### config.mk
export PLATFORM = sky130hd
export DESIGN_NAME = sr_puf_eval_ctrl
export DESIGN_NICKNAME = d
export VERILOG_FILES = /design/src/rtl/sr_puf_eval_ctrl.sv
export SDC_FILE = /design/constraint.sdc
export NUM_CORES = 1
export LEC_CHECK = 0
export ABC_CLOCK_PERIOD_IN_PS = 2400
export CORE_MARGIN = 2
export CORE_UTILIZATION = 50
export DETAILED_ROUTE_END_ITERATION = 8
export PLACE_DENSITY = 0.87
export SYNTH_ARGS = -nofsm -noshare
export SYNTH_HDL_FRONTEND = slang
export SYNTH_SLANG_ARGS = --single-unit
### constraint.sdc
create_clock -name clk_i -period 2.4 [get_ports clk_i]
set_input_delay 0.48 -clock clk_i [delete_from_list [all_inputs] [get_ports clk_i]]
set_output_delay 0.48 -clock clk_i [all_outputs]
set_load 0.02 [all_outputs]
### src/rtl/sr_puf_eval_ctrl.sv
// SR-latch PUF evaluation controller: excite, release, settle, sample.
// Majority-votes NUM_EVAL evaluations of one cell and returns the result.
//
// Ports:
//   clk_i, rst_n_i         clock, synchronous active-low reset
//   start_i, challenge_i   request + cell index (taken only in IDLE)
//   busy_o                 accept..response consumed
//   puf_a_o, puf_b_o       per-cell latch inputs (1 = hold)
//   puf_r_i                per-cell latch outputs (asynchronous)
//   resp_o, unstable_o     voted bit, non-unanimous flag
//   ones_cnt_o, err_o      evaluations that read 1, bad challenge
//   resp_valid_o/ready_i   response handshake
module sr_puf_eval_ctrl #(
  parameter int NUM_CELLS  = 8,
  parameter int SEL_W      = 3,
  parameter int EXCITE_CYC = 4,
  parameter int SETTLE_CYC = 16,
  parameter int NUM_EVAL   = 7
) (
  input  logic                 clk_i,
  input  logic                 rst_n_i,
  input  logic                 start_i,
  input  logic [SEL_W-1:0]     challenge_i,
  output logic                 busy_o,
  output logic [NUM_CELLS-1:0] puf_a_o,
  output logic [NUM_CELLS-1:0] puf_b_o,
  input  logic [NUM_CELLS-1:0] puf_r_i,
  output logic                 resp_o,
  output logic                 unstable_o,
  output logic [7:0]           ones_cnt_o,
  output logic                 err_o,
  output logic                 resp_valid_o,
  input  logic                 resp_ready_i
);

  localparam int CMAX  = (EXCITE_CYC > SETTLE_CYC) ?
                         EXCITE_CYC : SETTLE_CYC;
  localparam int CYC_W = $clog2(CMAX + 1);

  localparam logic [CYC_W-1:0] EX_LAST = CYC_W'(EXCITE_CYC - 1);
  localparam logic [CYC_W-1:0] ST_LAST = CYC_W'(SETTLE_CYC - 1);
  localparam logic [7:0]       EVALS   = 8'(NUM_EVAL);
  localparam logic [7:0]       HALF    = 8'(NUM_EVAL / 2);
  localparam logic [SEL_W:0]   NCELL   = (SEL_W + 1)'(NUM_CELLS);

  localparam logic [2:0] S_IDLE   = 3'd0;
  localparam logic [2:0] S_EXCITE = 3'd1;
  localparam logic [2:0] S_SETTLE = 3'd2;
  localparam logic [2:0] S_SAMPLE = 3'd3;
  localparam logic [2:0] S_DONE   = 3'd4;

  logic [2:0]           state_q, state_d;
  logic [SEL_W-1:0]     sel_q, sel_d;
  logic [CYC_W-1:0]     cyc_q, cyc_d;
  logic [7:0]           eval_q, eval_d;
  logic [7:0]           ones_q, ones_d;
  logic [NUM_CELLS-1:0] puf_q, puf_d;
  logic                 sync1_q, sync2_q;
  logic                 busy_q, busy_d;
  logic                 resp_q, resp_d;
  logic                 unst_q, unst_d;
  logic                 err_q, err_d;
  logic                 valid_q, valid_d;

  logic [NUM_CELLS-1:0] chal_oh;
  logic [NUM_CELLS-1:0] sel_oh;
  logic                 r_mux;
  logic                 bad_chal;

  // Out-of-range selects decode to no cell at all.
  always_comb begin
    chal_oh = '0;
    sel_oh  = '0;
    r_mux   = 1'b0;
    for (int i = 0; i < NUM_CELLS; i++) begin
      chal_oh[i] = (challenge_i == SEL_W'(i));
      sel_oh[i]  = (sel_q == SEL_W'(i));
      if (sel_q == SEL_W'(i)) r_mux = puf_r_i[i];
    end
  end

  assign bad_chal = ({1'b0, challenge_i} >= NCELL);

  always_comb begin
    state_d = state_q;
    sel_d   = sel_q;
    cyc_d   = cyc_q;
    eval_d  = eval_q;
    ones_d  = ones_q;
    puf_d   = puf_q;
    busy_d  = busy_q;
    resp_d  = resp_q;
    unst_d  = unst_q;
    err_d   = err_q;
    valid_d = valid_q;
    unique case (state_q)
      S_IDLE: begin
        if (start_i) begin
          sel_d  = challenge_i;
          cyc_d  = '0;
          eval_d = '0;
          ones_d = '0;
          busy_d = 1'b1;
          resp_d = 1'b0;
          unst_d = 1'b0;
          err_d  = bad_chal;
          if (bad_chal) begin
            state_d = S_DONE;
            valid_d = 1'b1;
          end else begin
            state_d = S_EXCITE;
            puf_d   = ~chal_oh;
          end
        end
      end
      S_EXCITE: begin
        if (cyc_q == EX_LAST) begin
          cyc_d   = '0;
          puf_d   = '1;
          state_d = S_SETTLE;
        end else begin
          cyc_d = cyc_q + 1'b1;
        end
      end
      S_SETTLE: begin
        if (cyc_q == ST_LAST) begin
          cyc_d   = '0;
          state_d = S_SAMPLE;
        end else begin
          cyc_d = cyc_q + 1'b1;
        end
      end
      S_SAMPLE: begin
        ones_d = ones_q + {7'd0, sync2_q};
        eval_d = eval_q + 8'd1;
        if (eval_d == EVALS) begin
          state_d = S_DONE;
          valid_d = 1'b1;
          resp_d  = (ones_d > HALF);
          unst_d  = (ones_d != 8'd0) && (ones_d != EVALS);
        end else begin
          state_d = S_EXCITE;
          puf_d   = ~sel_oh;
        end
      end
      S_DONE: begin
        if (resp_ready_i) begin
          state_d = S_IDLE;
          valid_d = 1'b0;
          busy_d  = 1'b0;
        end
      end
      default: state_d = S_IDLE;
    endcase
  end

  always_ff @(posedge clk_i) begin
    if (!rst_n_i) begin
      state_q <= S_IDLE;
      sel_q   <= '0;
      cyc_q   <= '0;
      eval_q  <= '0;
      ones_q  <= '0;
      puf_q   <= '1;
      sync1_q <= 1'b0;
      sync2_q <= 1'b0;
      busy_q  <= 1'b0;
      resp_q  <= 1'b0;
      unst_q  <= 1'b0;
      err_q   <= 1'b0;
      valid_q <= 1'b0;
    end else begin
      state_q <= state_d;
      sel_q   <= sel_d;
      cyc_q   <= cyc_d;
      eval_q  <= eval_d;
      ones_q  <= ones_d;
      puf_q   <= puf_d;
      sync1_q <= r_mux;
      sync2_q <= sync1_q;
      busy_q  <= busy_d;
      resp_q  <= resp_d;
      unst_q  <= unst_d;
      err_q   <= err_d;
      valid_q <= valid_d;
    end
  end

  // One register feeds both inputs so a and b release on the same edge.
  assign puf_a_o      = puf_q;
  assign puf_b_o      = puf_q;
  assign busy_o       = busy_q;
  assign resp_o       = resp_q;
  assign unstable_o   = unst_q;
  assign ones_cnt_o   = ones_q;
  assign err_o        = err_q;
  assign resp_valid_o = valid_q;

endmodule

### Word-level counts from Yosys, hierarchy flattened

Index checks and enable logic that the tools add are counted.

| operators by class | value |
|---|---|
| eq/ne operators | 28 |
| mux-type cells | 35 |
| reductions and logical operators | 18 |
| $add $sub $neg | 3 |
| magnitude comparators | 1 |
| bitwise operators | 2 |

Operators with widths:

| kind | number |
|---|---|
| 2-to-1 mux 8 bit | 4 |
| case mux 8 bit (2 select lines) | 2 |
| equality test 3 bit (second input constant) | 9 |
| case mux 8 bit (3 select lines) | 1 |
| equality test 3 x 2 -> 1 bit (second input constant) | 6 |
| NOT 8 bit | 2 |
| 2-to-1 mux 3 bit | 5 |
| 2-to-1 mux 5 bit | 3 |
| case mux 3 bit (5 select lines) | 1 |
| case mux 5 bit (3 select lines) | 1 |
| 2-to-1 mux 1 bit | 14 |
| != test 2 bit (second input constant) | 6 |
| equality test 3 x 1 -> 1 bit (second input constant) | 3 |
| logical NOT 3 bit | 3 |
| AND reduction 3 bit | 3 |
| adder 8 x 1 -> 8 bit | 1 |
| adder 8 x 1 -> 8 bit (second input constant) | 1 |
| equality test 8 x 3 -> 1 bit (second input constant) | 1 |
| greater-than comparator 8 x 2 -> 1 bit (second input constant) | 1 |
| != test 8 x 3 -> 1 bit (second input constant) | 1 |
| case mux 1 bit (2 select lines) | 4 |
| AND reduction 4 bit | 2 |
| nonzero test 8 bit | 1 |
| AND reduction 2 bit | 3 |
| 6 further kinds | 9 |

| storage, ports and cells | value |
|---|---|
| register bits | 41 |
| logic and storage cells | 99 |
| output and inout bits | 29 |
| bits of input ports | 15 |

### Depth between registers and ports, before layout

Gate-level depths: netlist of run 1.

| logic depth | value |
|---|---|
| depth after elaboration | 9 |
| depth in mapped cells | 8 |

### Least setup slack after synthesis of run 1

OpenSTA, ideal clock, no wires.

| timing path | value |
|---|---|
| kind | register to register |
| start point | register eval_q[0] |
| end point | register unst_q, in the netlist unstable_o |
| library setup time | 0.122 ns |
| arrival | 1.801 ns |
| path buffers | 0 |
| clock period less this slack | 1.923 ns |
| setup slack | 0.477 ns |
| stages on the path, launching flop included | 7 |
| path through | dfxtp_1 ha_1 xnor2_1 nor4b_2 nand4_1 or2_2 o311a_1 |

| on the way | value |
|---|---|
| longest elaborated chain between the ends | 4 |

Ends and longest elaborated chain:

| item | RTL line | source |
|---|---|---|
| start, declared | 55 | `logic [7:0] eval_q, eval_d;` |
| start signal, assigned | 176 | `eval_q <= eval_d;` |
| adder 8 x 1 -> 8 bit | 135 | `eval_d = eval_q + 8'd1;` |
| equality test 8 x 3 -> 1 bit | 136 | `if (eval_d == EVALS) begin` |
| != test 2 bit (no line) | -- |  |
| AND reduction 3 bit (no line) | -- |  |
| end signal, assigned | 183 | `unst_q <= unst_d;` |
| end, declared | 61 | `logic unst_q, unst_d;` |

No other way between the ends.
A chain may end at the register's enable or synchronous reset.

### Final worst setup path of run 1

Same ends and word-level chain as after synthesis.

==> results of run 1 <==
critical path: stages (launching register included):
cell     delay, ns
dfxtp_1       0.45
ha_1          0.28
xnor2_1       0.09
nor4b_2       0.31
nand4_1       0.22
or2_2         0.39
o311a_1       0.37
power by group through the flow:
stage / Sequential (uW) / Combinational, uW / Clock [uW]
2_1_floorplan: 746 / 145 / 0
3_3_place_gp: 741 / 237 / 0
3_5_place_dp: 742 / 240 / 0
4_1_cts: 726 / 242 / 551
5_1_grt: 730 / 263 / 581
6_report: 726 / 242 / 546
per-layer routing:
metal  vias up  GRT usage, %  wire, um  part of all wire [%]
li1       1213             -         -                     -
met1      1147          28.0      2710                    45
met2        91          38.3      2900                    48
met3         8          4.88       390                   6.4
met4         0          6.94        90                   1.5
met5         -             0         0                     0
flip-flops by register name, summed over array words and instances (netlist names):
signal        cells
sel_q             3
cyc_q             5
puf_a_o           8
ones_cnt_o        8
state_q           3
sync1_q           1
resp_o            1
unstable_o        1
busy_o            1
resp_valid_o      1
sync2_q           1
eval_q            8
final cells by class:
cell class | count | area [um^2] | area share [%]
Multi-Input combinational cell | 235 | 1460 | 48.7
Sequential cell | 41 | 821 | 27.3
Timing Repair Buffer | 53 | 503 | 16.7
Tap cell | 67 | 83.8 | 2.79
Clock buffer | 5 | 68.8 | 2.29
Clock inverter | 2 | 35.0 | 1.17
Inverter | 8 | 30.0 | 0.999
worst paths after layout:
path         startpoint          to  slack (ns)  depth (start not counted)
max           eval_q[0]  unstable_o        0.19                          6
min             sync1_q     sync2_q        0.45                          1
max reg2reg   eval_q[0]  unstable_o        0.19                          6
min reg2reg     sync1_q     sync2_q        0.45                          1
cells by family after synthesis:
group / after synthesis / synth area share (%)
and+or+nand+nor: 128 / 27.9
muxes: 3 / 1.31
other: 1 / 0.151
AOI/OAI and AO/OA: 93 / 24.9
DFF: 41 / 33.0
buffers and inverters: 42 / 8.10
xor gates and xnor gates: 3 / 1.06
adders and majority gates: 7 / 3.52
synth_stat cells (all sizes together), types with 4 or more instances:
library cell | count | share of area [%]
a21oi | 26 | 5.2
inv | 8 | 1.2
ha | 7 | 3.5
nor3 | 7 | 1.4
o211ai | 4 | 1.2
clkbuf | 23 | 3.6
o21ai | 22 | 4.4
dfxtp | 41 | 33
nand3 | 25 | 5.0
a31oi | 5 | 1.3
nor2 | 30 | 4.5
and3 | 4 | 1.1
nand2b | 4 | 1.0
nand2 | 22 | 3.3
nor2b | 6 | 1.5
nand3b | 4 | 1.2
buf | 11 | 3.3
metrics by stage:
step           hold slack (ns)  instances  cell area [um^2]  total power (uW)  setup WS [ns]
3_3_place_gp             0.432        404              2900               977         0.0849
3_5_place_dp             0.426        404              2900               982         0.0935
5_1_grt                  0.484        411              3010              1570         0.0737
2_1_floorplan            0.412        318              2490               891          0.477
4_1_cts                  0.460        411              3010              1520          0.199
6_report                 0.451        411              3010              1510          0.193
==> insert_results.sql, run 1 <==
INSERT INTO impl_metrics (metric_group, metric, value, unit) VALUES
('run_status', 'outcome', 'complete, no violations', ''),
('sta', 'slew_hr', '62.0', '%'),
('sta', 'maxSlewViolCount', '0', ''),
('yosys', 'synth_cells', '318', ''),
('cts', 'htreeDepth', '2', ''),
('sta', 'setup_tns', '0', 'ns'),
('route', 'vias_per_cell', '5.98', ''),
('floorplanning', 'site_rows', '25', ''),
('global_routing', 'initial_antenna_violation_count', '0', ''),
('placed_design', 'dp_hpwl', '4.05', 'mm'),
('cts', 'worstSkewPairLatency', '0.30', 'ns'),
('floorplanning', 'dieWidth', '74.5', 'um'),
('cts', 'clock_path_buffers', '2', ''),
('route', 'wire_per_inst', '14.8', 'um'),
('power_and_ir_drop', 'total_leakage_power', '0.00113', 'uW'),
('route', 'first_iter_violations', '187', ''),
('sta', 'hold_violation_total_from_the_final_report', '0', ''),
('global_routing', 'grt_pass1_wl', '9.70', 'mm'),
('yosys', 'synth-main-ff-cell', 'dfxtp_1', ''),
('cts', 'clkTransAtPathRegs', '0.09', 'ns'),
('floorplanning', 'num_io_pins', '44', ''),
('finish', 'drive_gt1_share', '9.30', '%'),
('route', 'drt_drc_violations_left', '0', ''),
('power_and_ir_drop', 'share_seq_of_total_power', '48.0', '%'),
('finish', 'fillCellCount', '436', ''),
('power_and_ir_drop', 'fraction_of_power_consumed_by_combinational_cells', '16.0', '%'),
('yosys', 'synth.cell_area', '2490', 'um^2'),
('worst_setup_path', 'critPathRequiredTime', '2.59', 'ns'),
('yosys', 'edff_count_synth', '0', ''),
('cts', 'clock_sink_count', '41', ''),
('power_and_ir_drop', 'power_frac_clock', '36.1', '%'),
('sta', 'grt_setup_unrepaired', 'false', ''),
('finish', 'antennaDiodeCount', '0', ''),
('yosys', 'synthesis_warnings', '0', ''),
('cts', 'cts_tree', 'yes', ''),
('floorplanning', 'design.core.area', '4750', 'um^2'),
('yosys', 'post_synth_num_cell_types', '61', ''),
('power_and_ir_drop', 'power.switching', '391', 'uW'),
('cts', 'cts_hold_repair.buffers', '0', ''),
('yosys', 'ys_ff_latch', '41', ''),
('worst_hold_path', 'worstHoldPathType', 'reg -> reg', ''),
('sta', 'timing_worst_slew_pin_value', '0.564', 'ns'),
('finish', 'leading_cell_types_in_the_layout_fill_and_taps_excluded', 'clkdlybuf4s50_1, dfxtp_1, nor2_1, a21oi_1, nand3_1', ''),
('route', 'drtAntennaViolNets', '0', ''),
('floorplanning', 'die_area', '5550', 'um^2'),
('cts', 'cts_made_buffers', '5', ''),
('sta', 'final.setup_skew', '0.0123', 'ns'),
('finish', 'areaGrowthSynthToFinish', '20.9', '%'),
('worst_setup_path', 'worstSetupEndpointType', 'register', ''),
('yosys', 'ffs_w_async_s_r_synth', '0', '%'),
('sta', 'timing.final.crit_period', '2.21', 'ns'),
('global_routing', 'grt-ovfl-total', '0', ''),
('worst_setup_path', 'worst-setup-path-type', 'reg -> reg', ''),
('global_routing', 'grt_max_degree', '24', ''),
('yosys', 'synth.yosys.seq_area_share', '33.0', '%'),
('finish', 'layout.cells.most_common', 'clkdlybuf4s50_1', ''),
('cts', 'postCtsSetupBuffers', '0', ''),
('power_and_ir_drop', 'vdd.ir_drop.worst', '310', 'uV'),
('yosys', 'synthesis.nets', '340', ''),
('power_and_ir_drop', 'power_density', '504', 'nW/um^2'),
('power_and_ir_drop', 'internal_power', '1120', 'uW'),
('route', 'wl', '6.08', 'mm'),
('floorplanning', 'initial_utilization', '52.3', '%'),
('worst_setup_path', 'worst-endpoint-arrival', '2.40', 'ns'),
('route', 'drt_pre_antenna_iters', '4', ''),
('sta', 'setup-violations-final', '0', ''),
('floorplanning', 'die_height', '74.5', 'um'),
('yosys', 'postSynthAreaPerCell', '7.82', 'um^2'),
('sta', 'achievable-frequency', '453', 'MHz'),
('sta', 'layout_worst_path_cycle_share', '92.0', '%'),
('global_routing', 'grt_pass1_vias', '2158', ''),
('placed_design', 'routabilityCongestion', '0.833', ''),
('power_and_ir_drop', 'netSwitchingFraction', '25.8', '%'),
('cts', 'clk_root_buffer_cell', 'clkbuf_8', ''),
('worst_setup_path', 'critical_path_fanout_max', '7', ''),
('placed_design', 'port_buffers', '42', ''),
('global_routing', 'global_route.usage.total', '22.4', '%'),
('cts', 'number_of_resized_instances_in_the_post_cts_repair_step', '0', ''),
('worst_setup_path', 'type_of_origin_of_the_critical_path', 'register', ''),
('finish', 'layout.nets', '366', ''),
('job', 'drv.max_cap_violation_count', '0', ''),
('finish', 'finalCoreUtilization', '63.2', '%'),
('route', 'routed-via-count', '2459', '');
(Power assumes the default switching activity.)
==> run 2, diff against run 1 <==
- ABC_AREA: not set -> 0
==> results of run 2 <==
No change in the layout: final DEF, timing and power equal those of run 1.
==> run 3, diff against run 2 <==
- CTS_CLUSTER_DIAMETER: not set -> 50
==> results of run 3 <==
No change in the layout: final DEF, timing and power equal those of run 1.
